`config.mk`:
```
export PLATFORM = sky130hd
export DESIGN_NAME = md5_msg_padder
export DESIGN_NICKNAME = d
export VERILOG_FILES = /design/src/rtl/md5_msg_padder.sv
export SDC_FILE = /design/constraint.sdc
export NUM_CORES = 2
export LEC_CHECK = 0
export ABC_AREA = 0
export CORE_ASPECT_RATIO = 1.5
export CORE_MARGIN = 10
export CORE_UTILIZATION = 42
export CTS_CLUSTER_SIZE = 14
export DETAILED_ROUTE_END_ITERATION = 6
export GPL_TIMING_DRIVEN = 0
export PLACE_DENSITY = 0.69
export SLEW_MARGIN = 0
export SYNTH_ARGS = -nofsm -noshare
export SYNTH_HDL_FRONTEND = slang
export SYNTH_SLANG_ARGS = --single-unit
```
`constraint.sdc`:
```
create_clock -name clk -period 50.5 [get_ports clk]
set_input_delay 10.1 -clock clk [delete_from_list [all_inputs] [get_ports clk]]
set_output_delay 10.1 -clock clk [all_outputs]
set_load 0.02 [all_outputs]
```
`src/rtl/md5_msg_padder.sv`:
```
// rtl/md5_msg_padder.sv - MD5 message padder: byte stream in, padded 512-bit blocks out
// Packs bytes into md5_core_block bit layout and appends 0x80, zero fill and the LE bit length.
module md5_msg_padder #(
  parameter int LEN_W       = 64,
  parameter int BLOCK_BYTES = 64
) (
  input  logic         clk,
  input  logic         reset,
  input  logic         clear,
  input  logic         s_valid,
  output logic         s_ready,
  input  logic [7:0]   s_data,
  input  logic         s_keep,
  input  logic         s_last,
  output logic         m_valid,
  input  logic         m_ready,
  output logic [511:0] m_block,
  output logic         m_first,
  output logic         m_last
);

  typedef enum logic [1:0] {FILL, EMIT, PAD, PAD2} state_t;

  localparam logic [5:0] LAST_BYTE = 6'(BLOCK_BYTES - 1);
  localparam logic [5:0] LAST_FIT  = 6'(BLOCK_BYTES - 9);

  state_t           state;
  logic [5:0]       p;
  logic [LEN_W-1:0] bit_len;
  logic             first_flag;
  logic             pad_pending;
  logic             pad_pending2;
  logic [8:0]       p_bit;
  logic             beat;

  assign p_bit = {p, 3'b000};
  assign beat  = s_valid && s_ready;

  // The core consumes each byte MSB-first from the low bit of its lane.
  function automatic logic [7:0] rev8(input logic [7:0] b);
    logic [7:0] r;
    for (int j = 0; j < 8; j++) r[j] = b[7-j];
    return r;
  endfunction

  function automatic logic [63:0] len_field(input logic [LEN_W-1:0] len);
    logic [63:0] r;
    for (int i = 0; i < 8; i++) r[8*i +: 8] = rev8(len[8*i +: 8]);
    return r;
  endfunction

  always_ff @(posedge clk or posedge reset) begin
    if (reset) begin
      state        <= FILL;
      p            <= '0;
      bit_len      <= '0;
      first_flag   <= 1'b1;
      pad_pending  <= 1'b0;
      pad_pending2 <= 1'b0;
      s_ready      <= 1'b0;
      m_valid      <= 1'b0;
      m_first      <= 1'b0;
      m_last       <= 1'b0;
      m_block      <= '0;
    end else if (clear) begin
      state        <= FILL;
      p            <= '0;
      bit_len      <= '0;
      first_flag   <= 1'b1;
      pad_pending  <= 1'b0;
      pad_pending2 <= 1'b0;
      s_ready      <= 1'b1;
      m_valid      <= 1'b0;
      m_first      <= 1'b0;
      m_last       <= 1'b0;
      m_block      <= '0;
    end else begin
      case (state)
        FILL: begin
          s_ready <= 1'b1;
          if (beat) begin
            if (s_keep) begin
              m_block[p_bit +: 8] <= rev8(s_data);
              p                   <= p + 6'd1;
              bit_len             <= bit_len + LEN_W'(8);
            end
            if (s_keep && p == LAST_BYTE) begin
              state       <= EMIT;
              m_valid     <= 1'b1;
              m_first     <= first_flag;
              m_last      <= 1'b0;
              pad_pending <= s_last;
              s_ready     <= 1'b0;
            end else if (s_last) begin
              state   <= PAD;
              s_ready <= 1'b0;
            end
          end
        end
        PAD: begin
          // Bytes above p are already zero: the buffer is cleared on every handshake.
          m_block[p_bit +: 8] <= 8'h01;
          if (p <= LAST_FIT) begin
            m_block[511:448] <= len_field(bit_len);
            m_last           <= 1'b1;
          end else begin
            m_last       <= 1'b0;
            pad_pending2 <= 1'b1;
          end
          state   <= EMIT;
          m_valid <= 1'b1;
          m_first <= first_flag;
        end
        PAD2: begin
          m_block[511:448] <= len_field(bit_len);
          m_last           <= 1'b1;
          pad_pending2     <= 1'b0;
          state            <= EMIT;
          m_valid          <= 1'b1;
          m_first          <= first_flag;
        end
        EMIT: begin
          if (m_ready) begin
            m_valid    <= 1'b0;
            m_block    <= '0;
            p          <= '0;
            first_flag <= 1'b0;
            if (m_last) begin
              bit_len    <= '0;
              first_flag <= 1'b1;
              state      <= FILL;
              s_ready    <= 1'b1;
            end else if (pad_pending) begin
              pad_pending <= 1'b0;
              state       <= PAD;
            end else if (pad_pending2) begin
              state <= PAD2;
            end else begin
              state   <= FILL;
              s_ready <= 1'b1;
            end
          end
        end
        default: state <= FILL;
      endcase
    end
  end

endmodule

```
* Word-level counts from Yosys, hierarchy flattened
Index checks and enable logic that the tools add are counted.
Cells by class: add/sub/neg operators 3, $lt $le $gt $ge 1, equal/unequal tests 14, shift-type cells 3, mux-type cells 65, reductions and logical operators 23
Operator list (number):
- 512-bit two-way mux | 4
- 448-bit case mux with 3 select lines | 1
- 512-bit bitwise mux | 2
- 8-bit by 11-bit variable shift with 512-bit output (first input constant) | 1
- 8-bit by 11-bit variable part select with 512-bit output | 1
- 8-bit by 11-bit variable part select with 512-bit output (first input constant) | 1
- 64-bit two-way mux | 6
- 64-bit case mux with 4 select lines | 1
- 64-bit case mux with 2 select lines | 1
- 64-bit by 4-bit adder with 64-bit output (second input constant) | 1
- 1-bit two-way mux | 30
- 6-bit two-way mux | 4
- 3-bit inequality test (second input constant) | 7
- 2-bit two-way mux | 8
- 3-bit AND reduction | 5
- 4-bit inequality test (second input constant) | 3
- 6-bit case mux with 2 select lines | 1
- 4-bit AND reduction | 3
- 9-bit negation with 11-bit output | 1
- 5-bit AND reduction | 2
- 3-bit nonzero test | 3
- 1-bit case mux with 2 select lines | 4
- 4-bit nonzero test | 2
- 6-bit by 1-bit adder with 6-bit output (second input constant) | 1
- other kinds (11) | 16
Storage, ports and cells: flip-flop bits (word level) 591, input port bits 15, output and inout bits 516, logic and storage cells 121

* Logic depth before layout (Yosys ltp)
depth in word-level cells 7, gate-level depth with buffers 13, mapped depth without buffers 8

* Worst setup path before layout
OpenSTA, ideal clock, no wires.
kind in2reg, from input port s_valid, to register m_block[19], library setup time 0.122 ns, arrival 11.765 ns, required time 50.378 ns, path slack 38.614 ns, stages 9, path buffers 4, path through a21boi_0 -> o21a_1 -> buf_2 -> or3_1 -> buf_2 -> buf_2 -> buf_2 -> a21o_1 -> a32o_1
Between the ends: word-level cells in the longest chain between the ends 3
Ends and longest elaborated chain:
- start: declaration | line 10 | input logic s_valid,
- 1-bit logical AND | line 37 | assign beat = s_valid && s_ready;
- 3-bit inequality test (no source line)
- 4-bit AND reduction (no source line)
- end signal: indexed assignment | line 83 | m_block[p_bit +: 8] <= rev8(s_data);
- end: declaration | line 17 | output logic [511:0] m_block,
No other way between the ends. A chain may end at the register's enable or synchronous reset.

* Worst setup path after layout
from input port clear, to register m_block[424]
Between the ends: word-level cells in the longest chain between the ends 2, elaborated cells on any way between the ends 6, classes of those cells eq/ne: 3; mux: 1; reduce/logical: 2
Ends and longest elaborated chain:
- start: declaration | line 9 | input logic clear,
- 3-bit inequality test (no source line) / 4-bit nonzero test (equally long branches)
- 4-bit AND reduction (no source line)
Several ways; a longest one is shown, not always the timed one.

==> qor.txt <==
Run status -> finished, final reports clean
Reg2reg end -> m_block[68]
Max clock buf depth -> 3
Chain of cells forming the critical path -> clkdlybuf4s50_1 -> nand2b_1 -> nor2_1 -> nor3_2 -> clkbuf_1 -> clkbuf_1 -> o21ai_0 -> o2bb2ai_1
Post-CTS sizing -> 0
Final nets -> 3014
WP buf/inv -> 3
Startpoint Class -> input port
Syn Area/Cell -> 10.5 um^2
First DRT Iteration DRCs -> 2402
Clock Skew -> 14.1 ps
Crit-path leading delay family -> buffers and inverters
Max-slew violation count -> 0
Overall power -> 1.45 mW
Met3 WL -> 8970 um
RR Startpoint -> state[1]
RSZ-0062 raised after global routing -> no
Max Fclk -> 75.0 MHz
Crit path max-delay cell type -> nor3_2
Yosys reg bits -> 588
Clock sinks -> 588
Die Wd -> 221 um
Max_slew headroom -> 0.145
Post-CTS Setup Inserts -> 0
Initial antenna violation count -> 0
FF-to-FF setup slack -> 46180 ps
Async S/R FF share, synth -> 1.00
Hold-fix buffers, CTS -> 0
Starting Density -> 0.423
Clock transition at path regs -> 70 ps
EDFF count, synth -> 0
Tmin final -> 13340 ps
Die Area -> 0.0707 mm^2
Syn Nets -> 2425
GRT Total Usage -> 0.297
Combinational share of power -> 0.348
Area grow syn2layout -> 32.6%
Pint -> 849 uW
Final ANT Viol Nets -> 0
Yosys warning count -> 0
Vias per cell -> 6.18
Setup violations, final -> 0
Largest net degree at the start of global routing -> 133
# IOs -> 531
Final period util -> 0.264
Maximum vdd ir drop -> 0.0301 mV
First-pass GRT wire length -> 158000 um
Mapped Cells -> 2403
Final hold vios -> 0
Clk network pwr share -> 0.304
Synth cell types -> 75
DP Wirelength -> 83800 um
Overall die height -> 321 um
Layout cells sized above 1 -> 0.0613
Pwr Density -> 43.1 mW/mm^2
Site row count -> 110
CP most frequent cell -> clkbuf_1
Sequential power share -> 0.348
Critical Path AT -> 13810 ps
Port Buffers -> 527
Synthesized area -> 0.0253 mm^2
Switch Pwr -> 599 uW
H-tree Lvls -> 2
Cells on worst reg2reg path -> 9
Top FF cell, synth -> dfrtp_1
Max incr delay on CP -> 750 ps
Clock Latency Late Sink -> 620 ps
Worst Setup SP -> clear
# fillers -> 5166
Worst Tran Pin Value -> 1270 ps
Setup TNS -> 0 ps
Drt pass-1 iters -> 6
CTS Root Cell -> clkbuf_16
Met2 wire length -> 54600 um
Pleak -> 14.0 nW
Drt wl/cell -> 28.8 um
Number of max-cap violations -> 0
Seq/Total Area, Yosys -> 0.581
CTS tree -> yes
WS Path Type -> in2reg
Switching Share -> 0.413
Max layer used -> met4
Core area -> 0.0599 mm^2
Levels on crit path -> 8
Routability congestion estimate -> 0.958
Total clock buffers created by CTS -> 56
Vias in the first global route -> 23200
Worst hold-check path type -> reg2reg
Overall via count from detail_route -> 23600
Worst setup endpoint -> m_block[424]
Met1 WL -> 38500 um
Congestion Overflow GR -> 0
Maximum fanout along the worst path -> 10
Required time of the critical path -> 50980 ps
Drt drc -> 0
Critical Path End Type -> flip-flop
Total Wirelength -> 110000 um
worst reg2reg max path, delay by kind of cell (launching register included):
family	cells	cell delay, ps
AOI/OAI and AO/OA	4	2460
adders and majority gates	1	350
buffers and inverters	3	710
DFF	1	390
and+or+nand+nor	1	330
stage by stage:
step / cell area (um^2) / setup WS, ps / util / cells / hold slack (ps)
after detailed placement: 31700 / 36120 / 0.530 / 3718 / 466
after global routing: 33600 / 37160 / 0.561 / 3819 / 503
after floorplan: 25300 / 23950 / - / 2403 / 470
after CTS: 33600 / 36770 / 0.561 / 3819 / 483
after global placement: 31600 / 17830 / 0.528 / 3714 / 464
final: 33600 / 37160 / 0.561 / 3820 / 480
cell usage in the layout (no fill, tap or decap), types with 13 or more instances in the layout:
| cell type | netlist | routed |
|---|---|---|
| a21oi_1 | 67 | 66 |
| nand4_1 | 31 | 31 |
| nand2_1 | 204 | 204 |
| nor3_1 | 26 | 25 |
| a21o_1 | 24 | 24 |
| nand3_1 | 188 | 188 |
| xnor2_1 | 13 | 13 |
| buf_1 | 14 | 14 |
| clkbuf_16 | 0 | 56 |
| buf_2 | 44 | 44 |
| a22o_1 | 145 | 145 |
| a32o_1 | 15 | 15 |
| inv_1 | 18 | 17 |
| mux2i_1 | 17 | 17 |
| a22oi_1 | 45 | 45 |
| or3_1 | 20 | 20 |
| clkdlybuf4s50_1 | 0 | 527 |
| nor2b_1 | 13 | 13 |
| o21ai_0 | 335 | 335 |
| a32oi_1 | 28 | 28 |
| xor2_1 | 38 | 38 |
| nor2_1 | 117 | 117 |
| dfrtp_1 | 587 | 587 |
| clkbuf_1 | 112 | 126 |
| and3_1 | 18 | 18 |
| o2bb2ai_1 | 81 | 81 |
| o21ai_1 | 34 | 34 |
| nand2b_1 | 14 | 14 |
sequential cells by signal, indices dropped and copies added (netlist names):
register,flops
m_first,1
state,2
s_ready,1
m_last,1
pad_pending2,1
p,6
m_valid,1
bit_len,61
first_flag,1
m_block,512
pad_pending,1
synth_stat cells, drive strengths merged (32+ instances only):
master / instances / area, um^2
a21oi: 70 / 362
a22o: 145 / 1270
a22oi: 45 / 338
buf: 59 / 280
clkbuf: 112 / 420
o21ai: 371 / 1860
nand3: 188 / 941
nor3: 32 / 190
xor2: 39 / 349
dfrtp: 587 / 14700
o2bb2ai: 81 / 709
nor2: 130 / 536
nand2: 205 / 772
metal layers:
| layer | vias to the layer above | GRT usage |
|---|---|---|
| li1 | 10000 | - |
| met1 | 11900 | 0.324 |
| met2 | 1303 | 0.518 |
| met3 | 348 | 0.0594 |
| met4 | 0 | 0.185 |
| met5 | - | 0 |
worst min-delay path by stage:
stage / start / endpoint / slack (ps) / cells after the start
floorplan: bit_len[62] / m_block[505] / 470 / 2
global placement: m_first / m_first / 460 / 2
detailed placement: m_block[509] / m_block[509] / 470 / 2
CTS: m_block[509] / m_block[509] / 480 / 2
global route: m_block[414] / m_block[414] / 500 / 1
finish: m_block[509] / m_block[509] / 480 / 2
logic make-up (layout without fill, tap and decap cells):
group / Yosys count / after routing / share of synthesized area
compound gates: 838 / 838 / 0.221
simple gates: 710 / 710 / 0.138
flops: 588 / 588 / 0.581
buf+inv: 189 / 821 / 0.0303
xor+xnor: 53 / 53 / 0.0189
mux: 18 / 18 / 0.00716
fa+ha+maj: 7 / 7 / 0.00346
other cells: 0 / 1 / 0
cell type report:
| type | count | area (um^2) | share of cell area |
|---|---|---|---|
| Tap cell | 784 | 981 | 0.0292 |
| Sequential cell | 588 | 14700 | 0.438 |
| Antenna cell | 1 | 2.50 | 0.0000745 |
| Buffer | 171 | 701 | 0.0209 |
| Inverter | 18 | 75.1 | 0.00224 |
| Clock buffer | 80 | 1590 | 0.0474 |
| Multi-Input combinational cell | 1626 | 9860 | 0.294 |
| Timing Repair Buffer | 531 | 5390 | 0.160 |
| Clock inverter | 21 | 278 | 0.00827 |
power by group through the flow:
stage | logic, mW | registers, mW | clock network (mW)
after CTS | 0.493 | 0.504 | 0.443
final | 0.504 | 0.504 | 0.440
after global placement | 0.482 | 0.513 | 0
after global routing | 0.529 | 0.505 | 0.460
after floorplan | 0.267 | 0.524 | 0
after detailed placement | 0.491 | 0.512 | 0
Note: power is estimated with default switching activity, not from simulation.
